===== config.mk =====
export PLATFORM = sky130hd
export DESIGN_NAME = shift_sequencer
export DESIGN_NICKNAME = d
export VERILOG_FILES = /design/src/rtl/shift_sequencer.sv
export SDC_FILE = /design/constraint.sdc
export NUM_CORES = 1
export LEC_CHECK = 0
export BUFFER_PORTS_ARGS = -buffer_cell sky130_fd_sc_hd__buf_2
export CORE_MARGIN = 2
export CORE_UTILIZATION = 30
export DETAILED_ROUTE_END_ITERATION = 12
export GPL_TIMING_DRIVEN = 1
export PLACE_DENSITY = 0.67
export SYNTH_ARGS = -nofsm -noshare
export SYNTH_HDL_FRONTEND = slang
export SYNTH_SLANG_ARGS = --single-unit

===== constraint.sdc =====
create_clock -name clk -period 1.7 [get_ports clk]
set_input_delay 0.255 -clock clk [delete_from_list [all_inputs] [get_ports clk]]
set_output_delay 0.255 -clock clk [all_outputs]
set_load 0.02 [all_outputs]

===== src/rtl/shift_sequencer.sv =====
// Multi-cycle sequencer that composes passes of 0..3 positions on an external combinational Shift_Unit.
// Optional SHIFT_SEQ_OPCNT_EN adds an 8-bit count of completed output handshakes.
module shift_sequencer #(
    parameter int N  = 8,
    parameter int AW = 3
) (
    input  logic          clk,
    input  logic          rst,
    input  logic          in_valid,
    output logic          in_ready,
    input  logic [N-1:0]  in_data,
    input  logic [AW-1:0] in_amt,
    output logic [N-1:0]  su_dataa,
    output logic [1:0]    su_shamt,
    input  logic [N-1:0]  su_dataout,
    output logic          out_valid,
    input  logic          out_ready,
    output logic [N-1:0]  out_data,
    output logic          busy
`ifdef SHIFT_SEQ_OPCNT_EN
    ,
    output logic [7:0]    op_count
`endif
);

    // Remaining amount widened to at least 2 bits so the per-pass slice is always legal.
    localparam int RW = (AW < 2) ? 2 : AW;

    typedef enum logic [1:0] {
        IDLE  = 2'd0,
        SHIFT = 2'd1,
        DONE  = 2'd2
    } state_t;

    state_t        state_q, state_d;
    logic [N-1:0]  acc_q, acc_d;
    logic [AW-1:0] rem_q, rem_d;
    logic [RW-1:0] rem_ext;
    logic [1:0]    pass_amt;

    assign rem_ext  = RW'(rem_q);
    assign pass_amt = (rem_ext >= RW'(3)) ? 2'd3 : rem_ext[1:0];

    always_ff @(posedge clk) begin
        if (rst) begin
            state_q <= IDLE;
            acc_q   <= '0;
            rem_q   <= '0;
        end else begin
            state_q <= state_d;
            acc_q   <= acc_d;
            rem_q   <= rem_d;
        end
    end

    always_comb begin
        state_d   = state_q;
        acc_d     = acc_q;
        rem_d     = rem_q;
        su_shamt  = 2'd0;
        in_ready  = 1'b0;
        out_valid = 1'b0;
        busy      = 1'b0;
        case (state_q)
            IDLE: begin
                in_ready = 1'b1;
                if (in_valid) begin
                    acc_d   = in_data;
                    rem_d   = in_amt;
                    // A zero amount bypasses the Shift_Unit entirely.
                    state_d = (in_amt != '0) ? SHIFT : DONE;
                end
            end
            SHIFT: begin
                busy     = 1'b1;
                su_shamt = pass_amt;
                acc_d    = su_dataout;
                rem_d    = rem_q - AW'(pass_amt);
                if (rem_ext <= RW'(3)) begin
                    state_d = DONE;
                end
            end
            DONE: begin
                busy      = 1'b1;
                out_valid = 1'b1;
                if (out_ready) begin
                    state_d = IDLE;
                end
            end
            default: begin
                state_d = IDLE;
            end
        endcase
    end

    assign su_dataa = acc_q;
    assign out_data = acc_q;

`ifdef SHIFT_SEQ_OPCNT_EN
    logic [7:0] op_count_q, op_count_d;

    always_comb begin
        op_count_d = op_count_q;
        if (state_q == DONE && out_ready) begin
            op_count_d = op_count_q + 8'd1;
        end
    end

    always_ff @(posedge clk) begin
        if (rst) begin
            op_count_q <= 8'd0;
        end else begin
            op_count_q <= op_count_d;
        end
    end

    assign op_count = op_count_q;
`endif

endmodule


# Word-level counts from Yosys, hierarchy flattened
# Cells that the tools add are included.
# classes
add_sub_neg	1
multipliers	0
div	0
n_lt_le_gt_ge	2
n_eq_ne	5
n_shift	0
mux	14
bitwise	0
reduce_logical	6
# ops
op	count
$pmux 8 s2	1
$mux 2	6
$mux 8	1
$ne 2x2->1 const B	3
$pmux 2 s3	1
$pmux 3 s2	1
$ge 3x2->1 const B	1
$le 3x2->1 const B	1
$mux 1	3
$mux 3	1
$reduce_and 3->1	1
$reduce_bool 3->1	1
$sub 3x2->3	1
$eq 2x1->1 const B	1
$eq 2x2->1 const B	1
$logic_not 2->1	1
$reduce_and 2->1	1
$reduce_bool 2->1	1
$reduce_or 2->1	1
# word_totals
register_bits	13
latch_bits	0
mem_bits_rw	0
romBits	0
output_inout_bits	21
n_memories	0

# Depth between registers and ports, before layout
# logic_depth
word_depth	4
mapped_depth	6
depth_no_buf	5

# Least setup slack after synthesis
# No wires, ideal clock.
# synth_path
path_type	register to register
from	reg state_q[1]
to	reg state_q[1]
setup_time_ns	0.066
arrival_ns	1.483
required_time_ns	1.634
slack_ns	0.151
path_stages_with_launch	6
path_buffers	0
period_less_slack_ns	1.549
path_cell_list	dfxtp_1 > inv_1 > ha_1 > or4b_1 > a41oi_1 > a21boi_2
# synth_via
elab_chain_len	3
# synth_rtl
element	line	source
start: declaration	35	state_t state_q, state_d;
start signal: assignment	50	state_q <= state_d;
$eq 2x1->1 (tied with other cells)	64	case (state_q)
$ne 2x2->1 (no source line)	--	
$reduce_and 3->1 (no source line)	--	
# Several ways; a longest one is shown, not always the timed one.
# A chain may end at the register's enable or synchronous reset.

# Final worst setup path
# layout_path
from	reg state_q[1]
to	out su_shamt[1]
# layout_via
elab_chain_len	2
# layout_rtl
element	line	source
$eq 2x1->1	64	
$mux 2	64	
end: declaration	14	output logic [1:0] su_shamt,
# No other way between the ends.

==> results.rst <==
.. list-table::
   :header-rows: 1

   * - Metric
     - Value
   * - GPL Wtd Cong
     - 0.751
   * - DP Area
     - 980 µm²
   * - Depth of the CTS H-tree
     - 1
   * - Internal Dissipation
     - 0.928 mW
   * - Worst setup EP type
     - output port
   * - Router iterations before antenna repair
     - 4
   * - Reg2reg start
     - state_q[1]
   * - Data arrival time of the critical path
     - 1340 ps
   * - Sequential share of power
     - 28.5%
   * - Share of final-layout standard cells stronger than drive strength 1
     - 46.0%
   * - Switching power share of the total
     - 46.5%
   * - Number of maximum-capacitance violations
     - 0
   * - DRC violations left
     - 0
   * - Path class of the lowest-slack min-delay path
     - in2reg
   * - Syn Inst Count
     - 87
   * - Portion of total power attributed to the clock network
     - 11.4%
   * - Antenna Diode Count
     - 0
   * - Pin count of the biggest net entering global routing
     - 15
   * - Worst hold endpoint
     - rem_ext[0]
   * - CP Data Required Time
     - 1440 ps
   * - Via density per instance
     - 4.81
   * - Final WS setup
     - 108 ps
   * - Leakage power total
     - 0.476 nW
   * - Number of failing hold endpoints at the final stage
     - 0
   * - Synth warnings
     - 0
   * - Endpoints failing setup
     - 0
   * - Setup slack of the worst register-to-register path
     - 130 ps
   * - Cell type with the largest total area after synthesis
     - dfxtp_1
   * - Dominant cells by area after synthesis
     - dfxtp_1, mux2i_1, a211oi_1
   * - Wire length of the first global-routing pass
     - 2880 µm
   * - Post-CTS setup buffer count
     - 0
   * - Peak-usage layer in the global routing report
     - met2
   * - Number of filler instances in the final layout
     - 278
   * - Top fanout value on the critical path
     - 6
   * - Capture instance of the worst register-to-register path
     - state_q[1]
   * - Startpoint-to-endpoint class of the critical path
     - reg2out
   * - Status
     - finished, final reports clean
   * - Syn_area_per_cell
     - 8.95 µm²
   * - Die Outline Area
     - 3020 µm²
   * - Max-slew violation count
     - 0
   * - Via total after detailed routing
     - 751
   * - Finished Layout Cells
     - 156
   * - IO Count
     - 44
   * - Skew final
     - 4.73 ps
   * - Number of clock sinks
     - 13
   * - Yosys reg bits
     - 13
   * - Aggregate global routing overflow
     - 0
   * - Combinational share of power
     - 60.1%
   * - Fin area
     - 1010 µm²
   * - Area of the core
     - 2480 µm²
   * - Clock tree from TritonCTS
     - built
   * - Final HPWL DP
     - 1410 µm
   * - Routed length per placed instance
     - 11.7 µm
   * - Clock slew seen by the registers of the worst setup and hold paths
     - 90 ps
   * - Effective utilization at floorplan
     - 31.4%
   * - Area of the multi-input gates
     - 424 µm²
   * - Power consumption
     - 1.73 mW
   * - Chip Width
     - 54.9 µm
   * - Transition time of the tightest slew-check pin
     - 264 ps
   * - Clock network latency to the later pin of the worst-skew pair
     - 280 ps
   * - Post-synthesis sequential area ratio
     - 33.4%
   * - Worst hold slack across all endpoints
     - 274 ps
   * - Number of placement rows
     - 18
   * - Number of nets in the layout
     - 154
   * - Drt initial violations
     - 4
   * - GR Util met3
     - 4.03%
   * - Post-layout min period
     - 1590 ps
   * - Number of buffers added by the clock tree synthesis step
     - 3
   * - Area fraction of the dominant cell type after synthesis
     - 33.4%
   * - Number of antenna violations at the first check in global routing
     - 0
   * - Worst slack at placement
     - 178 ps
   * - Largest voltage drop on the vdd net
     - 0.000682 V
   * - Number of placed cells counting well taps
     - 152
   * - Total GRT Usage
     - 13.5%
   * - Largest buffer count on any clock path
     - 2
   * - Number of nets still failing antenna checks after routing
     - 0
   * - GR Util met2
     - 23.0%
   * - Power density over cell area
     - 1720 nW/µm²
   * - Mapped Nets
     - 114
   * - Hold Buf Count CTS
     - 0
   * - Root Buffer Master
     - clkbuf_4
   * - Crit start category
     - flop
   * - Period Utilization, post-route
     - 93.6%
   * - Via count of the first global-routing pass
     - 684
   * - Total routed wirelength
     - 1830 µm
   * - Most frequent standard cell in the layout excluding fill and tap cells
     - buf_2
   * - Hold path startpoint
     - in_amt[0]
   * - Max Fclk
     - 628 MHz
   * - Register area
     - 260 µm²
   * - Net switching power of the design
     - 0.807 mW
   * - Vert. Die Dim
     - 54.9 µm
   * - Hold Path Stages
     - 3
   * - Area growth, synth to finish
     - 29.7%
   * - Number of cells on the worst reg-to-reg path
     - 5
   * - Number of library cell types mapped by synthesis
     - 26
   * - Post-synthesis cell area
     - 778 µm²
   * - Commonest cells after routing, fill and taps aside
     - buf_2, nor2_1, dfxtp_1, mux2i_1, a211oi_1
   * - # port buffers
     - 43
   * - Met1 track demand over resource in global routing
     - 15.9%
   * - Worst max-slew margin expressed relative to the limit
     - 82.4%
power by group through the flow:
stage,clock network [mW],logic (mW),registers (mW)
after floorplan,0,0.755,0.570
after global placement,0,1.03,0.494
after detailed placement,0,1.05,0.503
after CTS,0.207,1.05,0.497
after global routing,0.221,1.15,0.516
final,0.198,1.04,0.494
synthesized netlist by cell type (all sizes together):
cell type / number
a211oi: 9
a21boi: 2
a21oi: 2
a311oi: 1
a31o: 1
a41oi: 1
buf: 11
clkbuf: 1
dfxtp: 13
ha: 4
inv: 4
mux2: 1
mux2i: 9
nand2: 2
nand2b: 4
nand3: 1
nand4: 1
nor2: 14
nor3b: 1
o31a: 1
o32ai: 1
or2: 1
or2b: 1
or4b: 1
worst max-delay path, stage by stage, from the launching register on:
cell and delay, ps:
dfxtp_1 330, inv_1 110, ha_2 220, inv_1 100
nor2_1 120, buf_2 170
repair_timing:
item                                   CTS  global route
resized for setup                        0             1
endpoints found under the hold margin    0             0
setup endpoints to repair                0             1
logic make-up after synthesis:
group | share of synthesized area [%]
fa+ha+maj | 6.43
simple gates | 16.6
compound gates | 18.2
mux | 13.0
flops | 33.4
buf+inv | 12.4
area by class of cell:
type                    count  share of cell area [%]
clock inverters             1                   0.496
flip-flops and latches     13                    25.8
repair buffers             47                    24.3
clock buffers               3                    2.23
multi-input cells          58                    42.0
well taps                  30                    3.72
inverters                   4                    1.49
per-stage QoR:
step / TNS, ps / util [%]
2_1_floorplan: 0 / -
3_3_place_gp: 0 / 39.5
3_5_place_dp: 0 / 39.5
4_1_cts: 0 / 40.7
5_1_grt: -3.64 / 40.8
6_report: 0 / 40.8
metal layers:
| metal | wire length, µm | vias up | part of all wire, % |
|---|---|---|---|
| met5 | 0 | - | 0 |
| li1 | - | 381 | - |
| met1 | 780 | 337 | 43 |
| met4 | 27 | 0 | 1.5 |
| met2 | 896 | 31 | 49 |
| met3 | 122 | 2 | 6.7 |
flip-flops by register name, indices dropped and copies added, names as in the netlist:
| register | cells |
|---|---|
| rem_ext | 3 |
| out_data | 8 |
| state_q | 2 |
worst max-delay path by stage:
stage / startpoint / endpoint / slack, ps / cells past startpoint
after floorplan: state_q[1] / state_q[1] / 150 / 5
after global placement: state_q[1] / state_q[1] / 220 / 5
after detailed placement: state_q[1] / state_q[1] / 180 / 5
after CTS: state_q[1] / su_shamt[1] / 70 / 5
after global routing: state_q[1] / su_shamt[1] / -4 / 5
final: state_q[1] / su_shamt[1] / 110 / 5
No activity file was read; power rests on OpenSTA's default activity.
